`src/rtl/mem_loader.sv`:
```
// Burst loader that takes ownership of a 16 x 8 memory, writes host bytes
// one at a time, and reads each byte back to flag any mismatch.
module mem_loader (
    input  logic       clk,
    input  logic       rst,
    input  logic       load_start,
    input  logic [3:0] start_addr,
    input  logic [4:0] count,
    input  logic       abort,
    input  logic       data_valid,
    input  logic [7:0] data_in,
    output logic       data_ready,
    input  logic [7:0] mem_out,
    output logic       SEL,
    output logic [3:0] manual_addr,
    output logic [7:0] manual_value,
    output logic       manual_WE,
    output logic       cpu_halt,
    output logic       busy,
    output logic       done,
    output logic       error
);

    localparam logic [2:0] ST_IDLE  = 3'd0;
    localparam logic [2:0] ST_ARM   = 3'd1;
    localparam logic [2:0] ST_WAIT  = 3'd2;
    localparam logic [2:0] ST_WRITE = 3'd3;
    localparam logic [2:0] ST_CHECK = 3'd4;
    localparam logic [2:0] ST_DONE  = 3'd5;

    logic [2:0] state_reg, state_next;
    logic [3:0] addr_reg, addr_next;
    logic [4:0] remain_reg, remain_next;
    logic [7:0] value_reg, value_next;
    logic       error_reg, error_next;
    logic       sel_reg, sel_next;
    logic       ready_reg, ready_next;
    logic       we_reg, we_next;
    logic       busy_reg, busy_next;
    logic       done_reg, done_next;

    // Next-state and datapath decisions; every output is a register loaded
    // from a decode of the next state, so nothing combinational leaves the block.
    always_comb begin
        state_next  = state_reg;
        addr_next   = addr_reg;
        remain_next = remain_reg;
        value_next  = value_reg;
        error_next  = error_reg;

        case (state_reg)
            ST_IDLE: begin
                if (load_start) begin
                    error_next = 1'b0;
                    if (count != 5'd0) begin
                        addr_next   = start_addr;
                        remain_next = count;
                        state_next  = ST_ARM;
                    end else begin
                        state_next  = ST_DONE;
                    end
                end
            end
            ST_ARM: begin
                state_next = abort ? ST_DONE : ST_WAIT;
            end
            ST_WAIT: begin
                // abort wins over a simultaneous handshake: the byte is dropped
                if (abort) begin
                    state_next = ST_DONE;
                end else if (data_valid) begin
                    value_next = data_in;
                    state_next = ST_WRITE;
                end
            end
            ST_WRITE: begin
                // the write strobe is already out this cycle, so it completes
                state_next = abort ? ST_DONE : ST_CHECK;
            end
            ST_CHECK: begin
                if (mem_out != value_reg) begin
                    error_next = 1'b1;
                end
                addr_next   = addr_reg + 4'd1;
                remain_next = remain_reg - 5'd1;
                state_next  = (abort || remain_reg == 5'd1) ? ST_DONE : ST_WAIT;
            end
            ST_DONE: begin
                state_next = ST_IDLE;
            end
            default: begin
                state_next = ST_IDLE;
            end
        endcase

        ready_next = (state_next == ST_WAIT);
        we_next    = (state_next == ST_WRITE);
        busy_next  = (state_next != ST_IDLE);
        done_next  = (state_next == ST_DONE);

        // memory ownership is taken on the way into ARM and released in IDLE;
        // a zero-length burst goes IDLE -> DONE and never claims the memory
        if (state_next == ST_ARM) begin
            sel_next = 1'b1;
        end else if (state_next == ST_IDLE) begin
            sel_next = 1'b0;
        end else begin
            sel_next = sel_reg;
        end
    end

    // State, counters and registered outputs; reset clears everything at once
    // so a write strobe in flight is withdrawn before the next edge.
    always_ff @(posedge clk or negedge rst) begin
        if (!rst) begin
            state_reg  <= ST_IDLE;
            addr_reg   <= 4'd0;
            remain_reg <= 5'd0;
            value_reg  <= 8'd0;
            error_reg  <= 1'b0;
            sel_reg    <= 1'b0;
            ready_reg  <= 1'b0;
            we_reg     <= 1'b0;
            busy_reg   <= 1'b0;
            done_reg   <= 1'b0;
        end else begin
            state_reg  <= state_next;
            addr_reg   <= addr_next;
            remain_reg <= remain_next;
            value_reg  <= value_next;
            error_reg  <= error_next;
            sel_reg    <= sel_next;
            ready_reg  <= ready_next;
            we_reg     <= we_next;
            busy_reg   <= busy_next;
            done_reg   <= done_next;
        end
    end

    assign data_ready   = ready_reg;
    assign SEL          = sel_reg;
    assign cpu_halt     = sel_reg;
    assign manual_addr  = addr_reg;
    assign manual_value = value_reg;
    assign manual_WE    = we_reg;
    assign busy         = busy_reg;
    assign done         = done_reg;
    assign error        = error_reg;

endmodule

```
`config.mk`:
```
export PLATFORM = sky130hd
export DESIGN_NAME = mem_loader
export DESIGN_NICKNAME = d
export VERILOG_FILES = /design/src/rtl/mem_loader.sv
export SDC_FILE = /design/constraint.sdc
export NUM_CORES = 1
export LEC_CHECK = 0
export CORE_MARGIN = 5
export CORE_UTILIZATION = 48
export CTS_CLUSTER_SIZE = 28
export DETAILED_ROUTE_END_ITERATION = 12
export GPL_ROUTABILITY_DRIVEN = 0
export GPL_TIMING_DRIVEN = 0
export PLACE_DENSITY_LB_ADDON = 0.15
export SYNTH_ARGS = -nofsm -noshare
export SYNTH_HDL_FRONTEND = slang
export SYNTH_SLANG_ARGS = --single-unit
```
`constraint.sdc`:
```
create_clock -name clk -period 4 [get_ports clk]
set_input_delay 1.2 -clock clk [delete_from_list [all_inputs] [get_ports clk]]
set_output_delay 1.2 -clock clk [all_outputs]
set_load 0.1 [all_outputs]
```
==> results of run 1 <==
[cell type report]
cell class	instances	area share
multi-input cells	99	0.3662
flip-flops and latches	26	0.3329
clock buffers	3	0.01152
inverters	6	0.01152
repair buffers	48	0.2458
well taps	31	0.01985
plain buffers	5	0.01216
[logic make-up after synthesis]
logic type      synth area share
compound gates            0.2011
xor+xnor                 0.05580
simple gates              0.1453
flops                     0.4606
buf+inv                  0.03277
mux                      0.07086
fa+ha+maj                0.03366
[metrics by stage]
stage,utilization,setup WS [ns],instance area [um^2],hold slack [ns]
final,0.7027,0.8497,1954,0.5442
after CTS,0.7027,0.8280,1954,0.5508
after global placement,0.6946,1.075,1932,0.4934
after detailed placement,0.6946,1.053,1932,0.5144
after global routing,0.7027,0.7700,1954,0.5785
after floorplan,-,1.460,1413,0.4973
[cell usage in the layout (no fill, tap or decap), types with 2 or more instances in the layout]
master	count
nor4b_1	2
a21oi_1	7
xnor2_1	8
nand4_1	2
a31oi_1	3
clkdlybuf4s50_1	48
inv_1	6
clkbuf_1	3
clkbuf_4	3
and3_1	5
nand2_1	8
o21ai_0	10
ha_1	3
a21boi_1	2
dfrtp_1	26
o31ai_1	2
o22ai_1	6
mux2_2	8
nor2_1	7
nand3_1	3
[routing by layer]
| layer | track usage | up-vias | share of wire |
|---|---|---|---|
| met1 | 0.2046 | 611 | 0.42 |
| met5 | 0 | - | 0 |
| li1 | - | 602 | - |
| met3 | 0.05079 | 4 | 0.080 |
| met2 | 0.2836 | 52 | 0.49 |
| met4 | 0.04835 | 0 | 0.0083 |
[worst min path at each step]
| stage | to | startpoint | slack (ns) | cells past startpoint |
|---|---|---|---|---|
| after global placement | error$_DFFE_PN0P_ | error$_DFFE_PN0P_ | 0.49 | 2 |
| after global routing | error$_DFFE_PN0P_ | error$_DFFE_PN0P_ | 0.58 | 2 |
| final | error$_DFFE_PN0P_ | error$_DFFE_PN0P_ | 0.54 | 2 |
| after detailed placement | error$_DFFE_PN0P_ | error$_DFFE_PN0P_ | 0.51 | 2 |
| after CTS | error$_DFFE_PN0P_ | error$_DFFE_PN0P_ | 0.55 | 2 |
| after floorplan | remain_reg[1]$_DFFE_PN0P_ | remain_reg[1]$_DFFE_PN0P_ | 0.50 | 1 |
==> key figures, run 1 <==
Outcome
  • Status: finished, final reports clean

Routing
  • 1st-iter DRT viols: 47
  • Remaining antenna violation count: 0
  • DRC Markers: 0
  • Final WL: about 3.5 mm
  • Vias per cell: 5.821
  • TritonRoute pass-1 iters: 5
  • Detailed-route via count: 1269
  • Routed len/inst: 16.01 um

Timing
  • Final setup vio count: 0
  • Max Fclk: ~320 MHz
  • Unrepaired setup endpoints after global routing: false
  • Final hold violation count: 0
  • Worst slew pin tran: 1.170 ns
  • Slew HR: 0.2175
  • Setup TNS: 0 ns
  • Clk_skew: 0.009517 ns
  • Crit path time final: about 3.2 ns
  • Final period util: 0.7876
  • Final Max Tran Viols: 0

Worst setup path
  • Crit path max fanout: 5
  • Reg2reg end: SEL$_DFFE_PN0P_
  • CP Depth: 1
  • Worst-case reg-to-reg path depth: 5
  • CP Capture Type: output port
  • Buf+Inv Stages, Crit Path: 1
  • Crit-path cells: clkdlybuf4s50_1
  • Slowest stage cell, crit path: clkdlybuf4s50_1
  • Worst EP arrival: roughly 2 ns
  • R2R setup slack: roughly 2.2 ns
  • Worst Path Required: 2.80 ns
  • Biggest cell delay along the critical path: 1.17 ns
  • Worst R2R Start: state_reg[1]$_DFF_PN0_
  • Crit path launch: manual_addr[0]$_DFFE_PN0P_
  • CP startpoint kind: register
  • CP endpoint: manual_addr[0]
  • Delay-heaviest family, CP: buffers and inverters
  • Critical path class: register to output port

Layout
  • Net count reported at finish: 222
  • Largest register FFs: 8
  • Multi-input gate area: 715.7 um^2
  • Share of cells above drive strength 1: 0.1016
  • FF/Latch Area: 650.6 um^2
  • Fillers: 219
  • Synth-to-Final Area Change: 38.35%
  • Ant. Diodes: 0
  • Fin cells: approximately 220

Floorplanning
  • Core area: 2781 um^2
  • Die W: 64.25 um
  • Site Rows: 19
  • Die Y: 64.25 um
  • Effective utilization at floorplan: 0.5079
  • Ports: 49
  • Die area: approximately 4100 um^2

Clocking
  • Num CTS Buffers: 3
  • Clock Latency Late Sink: ~0.32 ns
  • Clock Tree Buf Depth: 2
  • Hold buffer count at cts: 0
  • H-tree levels: 1
  • CTS resizes: 0
  • CTS Root Cell: clkbuf_4
  • Clock Pin Slew Worst Setup and Hold Paths: 0.14 ns
  • # Post-CTS Setup Buffers: 0
  • Num Clock Sinks: 26
  • CTS tree: done

Logic synthesis
  • FFs w/ async S/R, synth: 1.000
  • Synth Flop Type: dfrtp_1
  • Largest area contributor in the netlist: dfrtp_1
  • Synth top cells by count: 26 x dfrtp_1, 10 x o21ai_0, 8 x mux2_2, 8 x nand2_1, 8 x xnor2_1
  • Syn Inst Count: 136
  • Yosys top cell area share: 0.4606
  • Synth Net Count: around 170
  • Seq/Total Area, Yosys: 0.4606
  • #FFs+latches synth: 26
  • Avg Cell Area, Syn: between 10 and 15 um^2
  • Top cells by area, synth: dfrtp_1 46%, mux2_2 6.4%, xnor2_1 5.0%
  • Top-count cell post-synth: dfrtp_1
  • Yosys cell types: 43
  • Mapped cell area: 1413 um^2
  • Warnings, synthesis: 0
  • Post-synth EDFFs: 0

Global route
  • Total GRT Usage: 0.1676
  • Gr ovfl total: 0
  • Initial antenna violation count: 0
  • First-pass GRT wire length: 5.630 mm
  • Number of global-route vias before repair: 1240
  • Largest net degree at the start of global routing: 27

Placed design
  • Detailed placer's ending HPWL: 2.705 mm
  • PortBufs: 48
  • DP Cell Count: 215

Min path
  • Hold Crit Class: register to register

Run
  • Number of max-cap violations: 0
Power of run 1 is left out: the tool's default activity adds up to more than one toggle a clock period on the data nets, which glitch-free logic cannot reach.
==> run 2: changes to the inputs <==
- CORE_UTILIZATION: 48 -> 45
- clock period: 4 -> 3.1 ns (I/O delays scaled with it)
==> key figures, run 2 (synthesis results as in run 1) <==
Clocking
  • Clock Latency Late Sink: 0.32 ns (about the same)
  • Num CTS Buffers: 3 (unchanged)
  • Hold buffer count at cts: 0 (unchanged)
  • # Post-CTS Setup Buffers: 0 (unchanged)
  • CTS Root Cell: clkbuf_4 (unchanged)
  • CTS resizes: 0 (unchanged)
  • H-tree levels: 1 (unchanged)
  • CTS tree: done (unchanged)
  • Num Clock Sinks: 26 (unchanged)
  • Clock Pin Slew Worst Setup and Hold Paths: 0.15 ns (was 0.14 ns)
  • Clock Tree Buf Depth: 2 (unchanged)

Min path
  • Hold Crit Class: register to register (unchanged)
  • Worst Hold End: error$_DFFE_PN0P_ (unchanged)
  • Hold Crit Depth: 2 (unchanged)
  • Hold wc startpoint: error$_DFFE_PN0P_ (unchanged)

Floorplanning
  • Core area: 3028 um^2 (was 2781 um^2)
  • Site Rows: 20 (was 19)
  • Die W: 66.03 um (was 64.25 um)
  • Effective utilization at floorplan: 0.4665 (was 0.5079)
  • Ports: 49 (unchanged)
  • Die Y: 66.03 um (was 64.25 um)
  • Die area: 4359 um^2 (was 4128 um^2)

Timing
  • Slew HR: 0.2199 (was 0.2175)
  • Setup TNS: 0 ns (unchanged)
  • PnR worst setup slack: 0.2210 ns (was 0.8497 ns)
  • Max Fclk: 347.3 MHz
  • Unrepaired setup endpoints after global routing: false (unchanged)
  • Crit path time final: between 2 and 3 ns
  • Final setup vio count: 0 (unchanged)
  • Clk_skew: 0.003745 ns (was 0.009517 ns)
  • Final Max Tran Viols: 0 (unchanged)
  • Worst slew pin tran: 1.166 ns (was 1.170 ns)
  • Final period util: 0.9287
  • Final hold violation count: 0 (unchanged)

Layout
  • Largest register FFs: 8 (unchanged)
  • Design area: 2001 um^2 (was 1954 um^2)
  • Fillers: 269 (was 219)
  • Fin cells: 232 (was 218)
  • Share of cells above drive strength 1: 0.1064 (was 0.1016)
  • Synth-to-Final Area Change: 41.63% (was 38.35%)
  • Ant. Diodes: 0 (unchanged)
  • Most common cell after layout, fill and taps aside: clkdlybuf4s50_1 (unchanged)
  • Net count reported at finish: 222 (unchanged)
  • Commonest cells after routing, fill and taps aside: 48 x clkdlybuf4s50_1, 26 x dfrtp_1, 10 x o21ai_0 (unchanged)

Worst setup path
  • Worst EP arrival: 1.95 ns (about the same)
  • Worst R2R Start: state_reg[1]$_DFF_PN0_ (unchanged)
  • Worst Path Required: 2.17 ns (was 2.80 ns)
  • Critical path class: register to output port (unchanged)
  • CP startpoint kind: register (unchanged)
  • R2R setup slack: 1.36 ns (was 2.23 ns)
  • Crit path max fanout: 3 (was 5)
  • Worst-case reg-to-reg path depth: 5 (unchanged)
  • CP Capture Type: output port (unchanged)
  • Reg2reg end: remain_reg[4]$_DFFE_PN0P_ (was SEL$_DFFE_PN0P_)

Routing
  • TritonRoute pass-1 iters: 4 (was 5)
  • Routed len/inst: 15.08 um (was 16.01 um)
  • Vias per cell: 5.478 (was 5.821)
  • Final WL: 3.498 mm (was 3.491 mm)
  • Detailed-route via count: 1271 (was 1269)
  • Remaining antenna violation count: 0 (unchanged)
  • DRC Markers: 0 (unchanged)
  • 1st-iter DRT viols: 57 (was 47)

Global route
  • Total GRT Usage: 0.1767 (was 0.1676)
  • Initial antenna violation count: 0 (unchanged)
  • Number of global-route vias before repair: 1342 (was 1240)
  • Gr ovfl total: 0 (unchanged)
  • First-pass GRT wire length: 5.968 mm (was 5.630 mm)
  • Largest net degree at the start of global routing: 27 (unchanged)

Placed design
  • Area after DPL: 1948 um^2 (was 1932 um^2)
  • DP Cell Count: 228 (was 215)
  • PortBufs: 48 (unchanged)
  • Detailed placer's ending HPWL: 2.718 mm (was 2.705 mm)
  • Worst slack, placed: 0.4252 ns (was 1.053 ns)

Outcome
  • Status: finished, final reports clean (unchanged)

Run
  • Number of max-cap violations: 0 (unchanged)
## run 2: changes by cell type in the layout (fill, tap and decap cells not counted), sizes merged
cell,previous run,this run
bufinv,0,1
## run 2: worst max-delay path by stage
stage                            endpoint             from  slack (ns)
2_1_floorplan                    cpu_halt  SEL$_DFFE_PN0P_        0.83
3_3_place_gp   manual_addr[3]$_DFFE_PN0P_         count[2]        0.45
3_5_place_dp   manual_addr[3]$_DFFE_PN0P_         count[2]        0.43
4_1_cts                          cpu_halt  SEL$_DFFE_PN0P_        0.20
5_1_grt                          cpu_halt  SEL$_DFFE_PN0P_        0.16
6_report                         cpu_halt  SEL$_DFFE_PN0P_        0.22
## run 2: layout make-up
type / count / area [um^2] / share of cell area
Timing Repair Buffer: 48 / 480.5 / 0.2402
Clock buffer: 3 / 22.52 / 0.01126
Multi-Input combinational cell: 99 / 715.7 / 0.3577
Tap cell: 44 / 55.05 / 0.02752
Clock inverter: 1 / 30.03 / 0.01501
Sequential cell: 26 / 650.6 / 0.3252
Buffer: 5 / 23.77 / 0.01188
Inverter: 6 / 22.52 / 0.01126
## run 2: worst max-delay path, cell delays in order, from the launching register on
cell	delay, ns
dfrtp_1	0.40
buf_4	0.11
clkdlybuf4s50_1	1.12
## run 2: layer usage
metal,wire (um),track usage
met4,30,0.05076
met3,192,0.04592
met5,0,0
met2,1785,0.3054
met1,1489,0.2157
## run 2: stage by stage
step                  util  hold slack, ns
floorplan                -          0.4973
global placement    0.6434          0.4930
detailed placement  0.6434          0.5065
CTS                 0.6607          0.5494
global route        0.6607          0.5819
finish              0.6607          0.5466
Power of run 2 is left out for the same reason.
==> run 3: changes to the inputs <==
- TNS_END_PERCENT: unset -> 10
==> results of run 3 <==
Final layout, timing and power as in run 2 (identical DEF).
Power of run 3 is left out for the same reason.
